### src/rtl/scanner_comm_rx.sv
// ---------------------------------------------------------------------------
// scanner_comm_rx
//
// Receive side of the 2-bit inter-scanner command link. The peer scanner
// drives a level code on receiveComm; this block registers it, detects each
// new non-INACTIVE code (edge-style, so a code held for many cycles produces
// only one command), and queues the resulting commands in a small
// first-word-fall-through FIFO. The local scanner FSM sees the head command
// through a valid/accept handshake. This means a command that arrives while
// the local FSM is not listening is held rather than lost.
//
// Code map: 00 INACTIVE, 01 GO_TO_STANDBY, 10 START_SCAN, 11 START_FLUSH
//
// Parameters
//   DEPTH  FIFO entries (power of 2, >= 2)
//   PTR_W  log2(DEPTH), FIFO pointer width
//
// Ports
//   clk             in   system clock, rising edge
//   reset           in   asynchronous, active-low; 0 clears all state
//   receiveComm     in   raw 2-bit peer code
//   accept          in   local FSM consumes the head command this cycle
//   clear_overflow  in   clears the sticky overflow flag
//   cmd_valid       out  FIFO non-empty; head command is on cmd_code
//   cmd_code        out  head command code, 00 when cmd_valid=0
//   cmd_standby     out  head command is GO_TO_STANDBY
//   cmd_scan        out  head command is START_SCAN
//   cmd_flush       out  head command is START_FLUSH
//   overflow        out  sticky: a command was dropped on a full FIFO
//   fill            out  number of queued entries, 0..DEPTH
// ---------------------------------------------------------------------------
`timescale 1ns/1ps

module scanner_comm_rx #(
  parameter int DEPTH = 4,
  parameter int PTR_W = 2
) (
  input  logic             clk,
  input  logic             reset,
  input  logic [1:0]       receiveComm,
  input  logic             accept,
  input  logic             clear_overflow,
  output logic             cmd_valid,
  output logic [1:0]       cmd_code,
  output logic             cmd_standby,
  output logic             cmd_scan,
  output logic             cmd_flush,
  output logic             overflow,
  output logic [PTR_W:0]   fill
);

  localparam logic [1:0]     CODE_INACTIVE = 2'b00;
  localparam logic [1:0]     CODE_STANDBY  = 2'b01;
  localparam logic [1:0]     CODE_SCAN     = 2'b10;
  localparam logic [1:0]     CODE_FLUSH    = 2'b11;
  localparam logic [PTR_W:0] FULL_COUNT    = (PTR_W + 1)'(DEPTH);

  typedef enum logic {
    IDLE,
    HELD
  } det_state_t;

  // Input stage state
  logic [1:0]       samp;

  // Detector state
  det_state_t       det_state;
  logic [1:0]       held_code;
  logic             push;

  // FIFO state
  logic [1:0]       mem [DEPTH];
  logic [PTR_W-1:0] wr_ptr;
  logic [PTR_W-1:0] rd_ptr;
  logic [PTR_W:0]   count;
  logic             fifo_empty;
  logic             fifo_full;
  logic             pop;
  logic             do_write;
  logic             drop;

  // The peer code crosses from another scanner, so it is registered once
  // before anything looks at it. All downstream logic sees only samp.
  always_ff @(posedge clk or negedge reset) begin
    if (!reset) begin
      samp <= CODE_INACTIVE;
    end else begin
      samp <= receiveComm;
    end
  end

  // A command is produced when samp shows a non-INACTIVE code that differs
  // from the one already turned into a command. Going through INACTIVE
  // re-arms the detector so the same code can be sent again later.
  always_comb begin
    push = 1'b0;
    case (det_state)
      IDLE:    push = (samp != CODE_INACTIVE);
      HELD:    push = (samp != CODE_INACTIVE) && (samp != held_code);
      default: push = 1'b0;
    endcase
  end

  // Detector FSM: IDLE waits for a non-INACTIVE code; HELD remembers which
  // code was last reported so that a long-held level is reported once.
  always_ff @(posedge clk or negedge reset) begin
    if (!reset) begin
      det_state <= IDLE;
      held_code <= CODE_INACTIVE;
    end else begin
      case (det_state)
        IDLE: begin
          if (samp != CODE_INACTIVE) begin
            held_code <= samp;
            det_state <= HELD;
          end
        end
        HELD: begin
          if (samp == CODE_INACTIVE) begin
            det_state <= IDLE;
          end else if (samp != held_code) begin
            held_code <= samp;
          end
        end
        default: begin
          det_state <= IDLE;
          held_code <= CODE_INACTIVE;
        end
      endcase
    end
  end

  // A pop frees the head slot on the same edge, so a push into a full FIFO
  // still fits when it coincides with a pop. Only an unmatched push into a
  // full FIFO is dropped.
  assign fifo_empty = (count == '0);
  assign fifo_full  = (count == FULL_COUNT);
  assign pop        = accept && !fifo_empty;
  assign do_write   = push && (!fifo_full || pop);
  assign drop       = push && fifo_full && !pop;

  // Storage array. When full with a simultaneous push and pop, wr_ptr equals
  // rd_ptr and the outgoing head slot is reused for the new entry.
  always_ff @(posedge clk or negedge reset) begin
    if (!reset) begin
      for (int i = 0; i < DEPTH; i++) begin
        mem[i] <= CODE_INACTIVE;
      end
    end else if (do_write) begin
      mem[wr_ptr] <= samp;
    end
  end

  // Pointers wrap naturally at DEPTH because DEPTH is a power of two. The
  // occupancy counter is kept separately so full and empty are unambiguous.
  always_ff @(posedge clk or negedge reset) begin
    if (!reset) begin
      wr_ptr <= '0;
      rd_ptr <= '0;
      count  <= '0;
    end else begin
      if (do_write) begin
        wr_ptr <= wr_ptr + PTR_W'(1);
      end
      if (pop) begin
        rd_ptr <= rd_ptr + PTR_W'(1);
      end
      case ({do_write, pop})
        2'b10:   count <= count + (PTR_W + 1)'(1);
        2'b01:   count <= count - (PTR_W + 1)'(1);
        default: count <= count;
      endcase
    end
  end

  // Sticky overflow. A drop in the same cycle as a clear request wins, so
  // software never misses a loss that happened while it was acknowledging.
  always_ff @(posedge clk or negedge reset) begin
    if (!reset) begin
      overflow <= 1'b0;
    end else if (drop) begin
      overflow <= 1'b1;
    end else if (clear_overflow) begin
      overflow <= 1'b0;
    end
  end

  // Head of the FIFO is presented combinationally (fall-through), forced to
  // INACTIVE when empty so the decodes can never fire on stale storage.
  assign cmd_valid   = !fifo_empty;
  assign cmd_code    = fifo_empty ? CODE_INACTIVE : mem[rd_ptr];
  assign cmd_standby = cmd_valid && (cmd_code == CODE_STANDBY);
  assign cmd_scan    = cmd_valid && (cmd_code == CODE_SCAN);
  assign cmd_flush   = cmd_valid && (cmd_code == CODE_FLUSH);
  assign fill        = count;

endmodule

### config.mk
export PLATFORM = sky130hd
export DESIGN_NAME = scanner_comm_rx
export DESIGN_NICKNAME = d
export VERILOG_FILES = /design/src/rtl/scanner_comm_rx.sv
export SDC_FILE = /design/constraint.sdc
export NUM_CORES = 1
export LEC_CHECK = 0
export CORE_ASPECT_RATIO = 0.9
export CORE_MARGIN = 3
export CORE_UTILIZATION = 47
export DETAILED_ROUTE_END_ITERATION = 16
export GPL_ROUTABILITY_DRIVEN = 0
export PLACE_DENSITY = 0.74
export SYNTH_ARGS = -nofsm -noshare
export SYNTH_HDL_FRONTEND = slang
export SYNTH_SLANG_ARGS = --single-unit
### constraint.sdc
create_clock -name clk -period 2.31 [get_ports clk]
set_input_delay 0.231 -clock clk [delete_from_list [all_inputs] [get_ports clk]]
set_output_delay 0.231 -clock clk [all_outputs]
set_load 0.05 [all_outputs]
# After elaboration in Yosys (flattened, before gate mapping)
# Index checks and enable logic that the tools add are counted.
# word_totals
input_bits,6
elab_cells,68
regBits,21
# classes
n_addsub,4
reduce_logical,19
muxes,18
bitwise,3
n_lt_le_gt_ge,3
eq_ne,10
# op_table
cell,count
2-to-1 mux 2 bit,7
logical AND 1 bit,9
bitwise mux 8 bit,1
== test 2 bit (second input constant),3
>= comparator 3 bit (second input constant),2
inverter 2 -> 3 bit,2
one-hot mux 3 bit (2 select lines),1
nonzero test 2 bit,3
adder 2 x 1 -> 2 bit (second input constant),2
binary-select mux 2 bit (select 2 bit),1
demux 2 bit (select 2 bit),1
== test 2 x 1 -> 1 bit (second input constant),2
2-to-1 mux 1 bit,4
!= test 2 bit (second input constant),2
one-hot mux 1 bit (2 select lines),2
one-hot mux 2 bit (2 select lines),1
adder 3 x 1 -> 3 bit (second input constant),1
== test 3 bit (second input constant),1
logical NOT 1 bit,3
logical NOT 3 bit,1
less-than comparator 3 x 1 -> 1 bit (second input constant),1
AND reduction 3 bit,1
subtractor 3 x 1 -> 3 bit (second input constant),1
logical NOT 2 bit,1
other kinds (4),4

# Depth between registers and ports, before layout
# depth
ltp_word,7
mapped_depth,8

# Worst setup path after synthesis
# Ideal clock, no wire load.
# synth_timing
kind,register to output
startpoint,"register count[0], in the netlist fill[0]"
endpoint,output cmd_scan
t_arrival_ns,2.532
stages_incl_launch_ff,4
slack_ns,-0.453
required_ns,2.079
cell_sequence,dfrtp_1 or3_1 and2_1 nor2b_1
# synth_rtl
item,line,text
from (decl),75,logic [PTR_W:0] count;
from (signal assigned),169,2'b10: count <= count + (PTR_W + 1)'(1);
from (signal assigned),170,2'b01: count <= count - (PTR_W + 1)'(1);
from (signal assigned),171,default: count <= count;
logical NOT 3 bit,136,assign fifo_empty = (count == '0);
logical NOT 1 bit,190,assign cmd_valid = !fifo_empty;
named net cmd_valid,43,"output logic cmd_valid,"
logical AND 1 bit,193,assign cmd_scan = cmd_valid && (cmd_code == CODE_SCAN);
to (decl),46,"output logic cmd_scan,"
# The timed path passes the listed nets, and every way through them passes these cells.

# Worst setup path after layout
# layout_timing
startpoint,"register count[0], in the netlist fill[0]"
endpoint,"register count[1], in the netlist fill[1]"
# layout_via
elab_chain_cells,7
# layout_lines
item,line,text
logical NOT 3 bit,136,
logical NOT 1 bit,138,assign pop = accept && !fifo_empty;
logical AND 1 bit,138,
logical OR 1 bit,139,assign do_write = push && (!fifo_full || pop);
logical AND 1 bit,139,
== test 2 x 1 -> 1 bit or == test 2 bit (tied branches),168,"case ({do_write, pop})"
one-hot mux 3 bit (2 select lines) or nonzero test 2 bit (tied branches),--,
# Parallel ways exist; a longest one is shown, timed or not.
# A chain may end at the register's enable or synchronous reset.

==> impl_metrics.csv <==
group,metric,value,unit
synthesis,syn_inst,76,
clock_network,cts.clk_slew.worst_paths,0.11,ns
detailed_routing,wl_met2,933,um
worst_setup_path,arrival,2.39,ns
detailed_routing,first_pass_iters,4,
synthesis,synth_cell_types,26,
synthesis,syn-cell-area,1060,um^2
detailed_routing,wire_per_inst,14.89,um
clock_network,cts_resized,3,
detailed_routing,viasPerCell,5.211,
floorplan,io-pin-count,16,
worst_hold_path,hp-class,"input pin to async pin",
layout,fin_area,1294,um^2
worst_setup_path,startpoint_type,"register",
detailed_routing,wl_met3,73,um
timing,slew_headroom,64.96,%
floorplan,initial_core_util,52.28,%
layout,num_antenna_cells,0,
detailed_routing,vias,641,
synthesis,avgSynthCellArea,13.94,um^2
synthesis,synth-main-ff-cell,"dfrtp_1",
detailed_routing,maxUsedRoutingLayer,"met4",
synthesis,seq_area_frac_synth,49.59,%
grt,grt_overflow_total,0,
floorplan,rows,15,
layout,syn_to_final_growth,22.08,%
worst_setup_path,cp-end-kind,"register",
timing,worstMarginPinSlew,0.5240,ns
floorplan,chipHeight,51.05,um
grt,grt_pass1_vias,692,
detailed_routing,routed_wl,1.831,mm
clock_network,postCtsSetupBuffers,0,
timing,finalSetupViolCount,0,
timing,worst_slack,0.1074,ns
timing,fmax,454.0,MHz
flow_run,max_cap_violations,0,
grt,grt_max_degree,22,
detailed_routing,drc,0,
clock_network,cts_tree,"yes",
timing,slew_viol_final,0,
synthesis,synth-edff-count,0,
grt,grt_first_pass_wirelength,3.450,mm
worst_setup_path,critical_path_class,"register to register",
timing,period_minus_slack,2.203,ns
placement,dp_slack,-0.06209,ns
clock_network,cts_root_buf,"clkbuf_4",
clock_network,cts_buffers,3,
layout,nFillCells,168,
worst_setup_path,crit_chain,"or4b_1 > nand3_4 > ha_1 > fa_1 > mux2_1",
placement,dp_hpwl,1.449,mm
synthesis,ys_ff_latch,21,
timing,rsz0062_at_grt,"false",
grt,antenna_found_initial,0,
detailed_routing,first_iter_violations,6,
layout,final_nets,111,
detailed_routing,drt-met1-wl,815,um
synthesis,ys_top_cells_by_area,"dfrtp_1, mux2_1, ha_1, nand4_2, mux4_2",
layout,drive_gt1_share,27.55,%
synthesis,synth_common_cells,"dfrtp_1, mux2_1, ha_1, inv_1",
detailed_routing,ant_nets,0,
timing,clock_skew,0.001117,ns
clock_network,clk_latency,0.30,ns
synthesis,synth_top_area_share,49.59,%
clock_network,clockBufferDepth,2,
worst_setup_path,crit_path_max_incr_delay,0.61,ns
floorplan,coreArea,2027,um^2
synthesis,ys_warn_count,0,
worst_setup_path,critPathSlowestCell,"or4b_1",
synthesis,synth_fp_nets,88,
worst_setup_path,required,2.50,ns
timing,finalHoldViolations,0,
run_status,status,"complete, no violations",
clock_network,hold_buffers,0,
synthesis,yosysMostFrequentCell,"dfrtp_1",
floorplan,die_x,56.06,um
synthesis,synth_largest_area_cell,"dfrtp_1",
floorplan,dieArea,2862,um^2
clock_network,htreeDepth,1,
placement,portBuffers,15,
clock_network,cts.sinks,21,
grt,grtUsageTotal,15.79,%
placement,placed_area,1271,um^2
worst_setup_path,cp_max_fo,5,
synthesis,async_flop_share,100.0,%
timing,period_share,95.35,%
[path summary, 6_finish.rpt]
check / from / end / slack, ns / cells past startpoint
max: fill[0] / fill[1] / 0.11 / 5
min: reset / held_code[0] / 0.26 / 2
max reg2reg: fill[0] / fill[1] / 0.11 / 5
min reg2reg: mem[5] / mem[5] / 0.50 / 1
max in group asynchronous: reset / fill[2] / 1.82 / 2
min in group clk: receiveComm[1] / samp[1] / 0.36 / 1
[layer usage]
metal	vias up	global-route usage (%)
met2	11	27.04
met5	-	0
met3	2	5.303
li1	308	-
met4	0	2.372
met1	320	19.90
[critical path: cells and delay by family (launching register included)]
family	cells	cell delay, ns
DFF	1	0.46
and+or+nand+nor	2	0.73
muxes	1	0.29
adders and majority gates	2	0.61
[cells by family after synthesis]
logic type / share of synthesized area [%]
DFF: 49.59
AOI/OAI and AO/OA: 4.606
xor gates and xnor gates: 4.959
buffers and inverters: 3.305
adders and majority gates: 7.792
and+or+nand+nor: 14.88
muxes: 14.88
[stage by stage]
stage | utilization (%) | std cells | TNS [ns] | hold slack (ns)
5_1_grt | 63.83 | 123 | 0 | 0.2713
6_report | 63.83 | 123 | 0 | 0.2634
3_5_place_dp | 62.72 | 119 | -0.06209 | 0.4803
3_3_place_gp | 62.72 | 119 | 0 | 0.4731
2_1_floorplan | - | 76 | 0 | -0.06459
4_1_cts | 63.83 | 123 | 0 | 0.2640
[area by class of cell]
class | instances | area (um^2) | share of cell area, %
Timing Repair Buffer | 20 | 178.9 | 13.83
Inverter | 5 | 18.77 | 1.451
Clock buffer | 4 | 26.28 | 2.031
Tap cell | 25 | 31.28 | 2.418
Sequential cell | 21 | 529.3 | 40.91
Multi-Input combinational cell | 48 | 509.2 | 39.36
[layout by cell type (no fill, tap or decap), types with 2 or more instances in the layout]
cell / n
buf_4: 7
xnor2_1: 4
nand2_1: 3
mux2_1: 10
clkdlybuf4s50_1: 10
dfrtp_1: 18
nand4_2: 4
dlygate4sd2_1: 3
nor2_1: 2
dfrtp_2: 3
ha_1: 5
clkbuf_4: 3
xor2_1: 2
inv_1: 5
mux4_2: 2
[sequential cells by signal, indices dropped and copies added, names as in the netlist]
signal,cells
samp,2
held_code,2
det_state,1
mem,8
fill,3
overflow,1
rd_ptr,2
wr_ptr,2
Power is not shown: default switching activity piles up to over one toggle a cycle in this logic, so the estimate is an artifact.
